==> src/rtl/pulse_stretcher.sv <==
// Stretches single-cycle event strobes into fixed-width output pulses, queueing
// strobes that arrive mid-pulse and replaying them with a guaranteed low gap.
//
// state | meaning
// ------+--------------------------------------------------------------
// IDLE  | no pulse in progress, nothing queued
// HIGH  | pulse_out high, timer counts HIGH_CYCLES down to zero
// GAP   | pulse_out low, timer counts GAP_CYCLES; last cycle picks next
module pulse_stretcher #(
    parameter int HIGH_CYCLES = 5_000_000,
    parameter int GAP_CYCLES  = 2_500_000,
    parameter int CNT_W       = 4
) (
    input  logic             clk,
    input  logic             rst_n,
    input  logic             trig,
    input  logic             clr_ovf,
    output logic             pulse_out,
    output logic             busy,
    output logic [CNT_W-1:0] pending,
    output logic             overflow
);

    localparam int MAX_CYC = (HIGH_CYCLES > GAP_CYCLES) ? HIGH_CYCLES : GAP_CYCLES;
    localparam int TMR_W   = $clog2(MAX_CYC + 1);

    localparam logic [TMR_W-1:0] HIGH_LOAD = TMR_W'(HIGH_CYCLES - 1);
    localparam logic [TMR_W-1:0] GAP_LOAD  = TMR_W'(GAP_CYCLES - 1);
    localparam logic [CNT_W-1:0] PEND_MAX  = '1;

    typedef enum logic [1:0] {
        ST_IDLE,
        ST_HIGH,
        ST_GAP
    } state_t;

    state_t             state_q,    state_d;
    logic [TMR_W-1:0]   timer_q,    timer_d;
    logic [CNT_W-1:0]   pending_q,  pending_d;
    logic               overflow_q, overflow_d;
    logic               pulse_q,    pulse_d;
    logic               busy_q,     busy_d;

    logic tmr_done;
    logic work;
    logic queue_trig;
    logic drop;

    always_comb begin
        state_d    = state_q;
        timer_d    = timer_q;
        pending_d  = pending_q;
        overflow_d = overflow_q;
        drop       = 1'b0;
        queue_trig = 1'b0;
        tmr_done   = (timer_q == '0);
        work       = (pending_q != '0) | trig;

        case (state_q)
            ST_IDLE: begin
                if (trig) begin
                    state_d = ST_HIGH;
                    timer_d = HIGH_LOAD;
                end
            end
            ST_HIGH: begin
                queue_trig = trig;
                if (tmr_done) begin
                    state_d = ST_GAP;
                    timer_d = GAP_LOAD;
                end else begin
                    timer_d = timer_q - 1'b1;
                end
            end
            ST_GAP: begin
                if (tmr_done) begin
                    // A trig here is consumed directly, so pending never grows
                    if (work) begin
                        state_d = ST_HIGH;
                        timer_d = HIGH_LOAD;
                        if (!trig) begin
                            pending_d = pending_q - 1'b1;
                        end
                    end else begin
                        state_d = ST_IDLE;
                    end
                end else begin
                    queue_trig = trig;
                    timer_d    = timer_q - 1'b1;
                end
            end
            default: begin
                state_d = ST_IDLE;
                timer_d = '0;
            end
        endcase

        if (queue_trig) begin
            if (pending_q == PEND_MAX) begin
                drop = 1'b1;
            end else begin
                pending_d = pending_q + 1'b1;
            end
        end

        if (drop) begin
            overflow_d = 1'b1;
        end else if (clr_ovf) begin
            overflow_d = 1'b0;
        end

        pulse_d = (state_d == ST_HIGH);
        busy_d  = (state_d != ST_IDLE);
    end

    always_ff @(posedge clk) begin
        if (!rst_n) begin
            state_q    <= ST_IDLE;
            timer_q    <= '0;
            pending_q  <= '0;
            overflow_q <= 1'b0;
            pulse_q    <= 1'b0;
            busy_q     <= 1'b0;
        end else begin
            state_q    <= state_d;
            timer_q    <= timer_d;
            pending_q  <= pending_d;
            overflow_q <= overflow_d;
            pulse_q    <= pulse_d;
            busy_q     <= busy_d;
        end
    end

    assign pulse_out = pulse_q;
    assign busy      = busy_q;
    assign pending   = pending_q;
    assign overflow  = overflow_q;

endmodule
==> config.mk <==
export PLATFORM = sky130hd
export DESIGN_NAME = pulse_stretcher
export DESIGN_NICKNAME = d
export VERILOG_FILES = /design/src/rtl/pulse_stretcher.sv
export SDC_FILE = /design/constraint.sdc
export NUM_CORES = 1
export LEC_CHECK = 0
export ABC_AREA = 1
export BUFFER_PORTS_ARGS = -buffer_cell sky130_fd_sc_hd__buf_2
export CORE_UTILIZATION = 30
export CTS_BUF_LIST = sky130_fd_sc_hd__clkbuf_4
export CTS_CLUSTER_DIAMETER = 100
export CTS_CLUSTER_SIZE = 14
export DETAILED_ROUTE_END_ITERATION = 6
export SYNTH_ARGS = -nofsm -noshare
export SYNTH_HDL_FRONTEND = slang
export SYNTH_SLANG_ARGS = --single-unit
export TNS_END_PERCENT = 30
==> constraint.sdc <==
create_clock -name clk -period 1.8 [get_ports clk]
set_input_delay 0.18 -clock clk [delete_from_list [all_inputs] [get_ports clk]]
set_output_delay 0.18 -clock clk [all_outputs]
set_load 0.01 [all_outputs]
==> flow_metrics.py <==
metrics = {
    "sta": {
        "fmax_ghz": 0.567,
        "setup_viol": 0,
        "hold_viol": 0,
        "finClkSkew_ns": 0.0141,
        "tightest_slew_ns": 0.408,
        "rsz0062_at_grt": "true",
        "slew_violations": 0,
        "relSlewSlack": 0.725,
        "finalCritPeriodShare": 0.979,
        "period_needed_ns": 1.76,
    },
    "synth": {
        "seq_area_frac_synth": 0.281,
        "yosys_warnings": 0,
        "syn_avg_cell_area_um2": 6.12,
        "synth_most_common_cell": "nand2_1",
        "yosys-top-cells-count": "109 x nand2_1, 63 x nor2_1, 43 x inv_1",
        "synth_area_um2": 2280,
        "synthArstFlopShare": 0,
        "ys_ff_latch": 32,
        "syn_inst": 372,
        "syn_nets": 385,
        "synthTopCellsByArea": "dfxtp_1 28%, nand2_1 18%, nor2_1 10%",
        "synth_top_area_frac": 0.281,
        "yosysTopAreaCell": "dfxtp_1",
        "synth_edf_count": 0,
        "synth_ff_type": "dfxtp_1",
        "synth_cell_types": 31,
    },
    "setup_path": {
        "critPathMaxFanout": 7,
        "path_class": "flip-flop to flip-flop",
        "crit_family": "simple AND/OR/NAND/NOR gates",
        "slowest_stage": "dfxtp_1",
        "critPathArrivalTime_ns": 2.01,
        "required_ns": 2.04,
        "crit_chain": "nor2_2 -> nand2_2 -> buf_4 -> nor2_4 -> nand4_4 -> nand2_4 -> clkinvlp_4 -> nand2_2 -> nand2_1 -> nand2_1 -> nor2_1",
        "cp_slowest_stage_delay_ns": 0.37,
        "crit_buf_inv": 2,
        "endpoint_kind": "flip-flop",
        "start_kind": "flip-flop",
    },
    "detailed_routing": {
        "drt_iter0_drc": 136,
        "dr_total_vias": 2474,
        "drc": 0,
        "dr.pass1.iters": 4,
        "viasPerCell": 4.69,
        "wl_per_cell_um": 12.3,
        "totalWireLength_mm": 6.48,
        "drtAntennaViolNets": 0,
    },
    "global_routing": {
        "grt_pass1_vias": 2315,
        "grt_util_all_layers": 0.175,
        "grt_pass1_wl_mm": 10.6,
        "overflow": 0,
        "antenna_found_initial": 0,
        "grt_max_degree": 14,
    },
    "placed_design": {
        "io_buffer_count": 10,
        "place_inst": 516,
        "place_hpwl_mm": 4.99,
        "gp_congestion": 0.841,
    },
    "layout": {
        "fin_nets": 441,
        "drive_gt1_frac": 0.263,
        "area_growth_pct": 29.4,
        "fillCellCount": 816,
        "insertedDiodeCount": 0,
        "finalNonFillerCells": 528,
    },
    "floorplanning": {
        "die_w_um": 89.1,
        "row_count": 31,
        "initial_utilization": 0.312,
        "dieArea_um2": 7940,
        "ioPinCount": 11,
        "coreArea_um2": 7290,
        "die-height_um": 89.1,
    },
    "power": {
        "fin_total_pwr_w": 0.00216,
        "ir_drop_mv": 0.449,
        "leakagePower_nw": 1.41,
        "power_density_nw_per_um2": 733,
    },
    "run": {
        "drv_cap": 0,
    },
    "clock_network": {
        "htree_levels": 2,
        "cts_tree": "yes",
        "clk_latency_ns": 0.35,
        "clkSinkCount": 32,
        "cts.reportedPaths.clkPinSlew_ns": 0.11,
        "numCtsBuffers": 5,
        "clockRootBuffer": "clkbuf_4",
        "cts_buffer_depth": 2,
    },
    "worst_hold_path": {
        "hp-class": "input port to flip-flop",
    },
    "status": {
        "outcome": "complete, no violations",
    },
}
-- path summary, 6_finish.rpt --
check / start / to / slack (ns) / cells past startpoint
setup reg to reg: timer_q[19] / timer_q[6] / 0.04 / 11
hold reg to reg: overflow / overflow / 0.48 / 2
hold / removal: clr_ovf / overflow / 0.07 / 4
setup / recovery: timer_q[19] / timer_q[6] / 0.04 / 11
-- timing repair --
action / CTS / global route
cloned: 0 / 0
setup endpoints to repair: 5 / 31
endpoints found under the hold margin: 0 / 0
gates resized for setup: 2 / 40
hold buffers: 0 / 0
setup buffers: 0 / 4
pin swaps: 0 / 11
-- where the power goes --
group | switching (W) | total (W) | leakage (nW) | internal [W]
registers | 0.0000439 | 0.000803 | 0.264 | 0.000759
clock network | 0.000270 | 0.000554 | 0.0403 | 0.000284
logic | 0.000490 | 0.000805 | 1.11 | 0.000315
-- state kept, by name (all words and copies together), names as in the netlist --
name	cells
state_q	2
timer_q	23
busy	1
pending	4
pulse_out	1
overflow	1
-- kinds of logic after synthesis --
family / after synthesis / synth area share
flip-flops: 32 / 0.281
buffers and inverters: 51 / 0.0967
XOR/XNOR: 8 / 0.0308
AO/OA/AOI/OAI: 40 / 0.0940
adder cells (fa/ha/maj): 9 / 0.0495
AND/OR/NAND/NOR: 232 / 0.448
-- final cells by class --
cell class / instances / area, µm² / area share
repair buffers: 55 / 400 / 0.136
well taps: 99 / 124 / 0.0420
inverters: 45 / 173 / 0.0586
clock buffers: 5 / 37.5 / 0.0127
multi-input cells: 289 / 1530 / 0.519
flip-flops and latches: 32 / 644 / 0.219
clock inverters: 3 / 37.5 / 0.0127
-- worst reg2reg max path: cells and delay by family, from the launching register on --
kind          cells  cell delay (ns)
simple gates      9             0.94
buf+inv           2             0.35
flops             1             0.37
-- cells in the final DEF, fill, tap and decap left out, drive strengths merged --
master      n
nand2     114
nor2       66
buf        55
inv        43
nand3      34
dfxtp      32
a21oi      29
nand4      10
o21ai      10
ha          9
xor2        7
clkbuf      5
clkinv      3
nor3        3
nand3b      2
and2        1
or2         1
clkinvlp    1
o21bai      1
xnor2       1
nor4        1
bufinv      1
-- layer usage --
layer	vias up	track usage	routed length, µm
li1	1294	-	-
met2	39	0.293	3110
met1	1134	0.225	3080
met5	-	0	0
met3	7	0.0286	228
met4	0	0.0678	65
-- metrics by stage --
| stage | utilization | setup slack [ns] | setup TNS, ns | hold slack (ns) | area, µm² |
|---|---|---|---|---|---|
| after floorplan | - | 0.135 | 0 | 0.296 | 2280 |
| after global placement | 0.373 | 0.0402 | 0 | 0.439 | 2720 |
| after detailed placement | 0.373 | -0.0224 | -0.0444 | 0.448 | 2720 |
| after CTS | 0.384 | 0.00791 | 0 | 0.0605 | 2800 |
| after global routing | 0.404 | -0.0392 | -0.0514 | 0.0953 | 2950 |
| final | 0.404 | 0.0374 | 0 | 0.0694 | 2950 |
No activity file was read; power rests on OpenSTA's default activity.
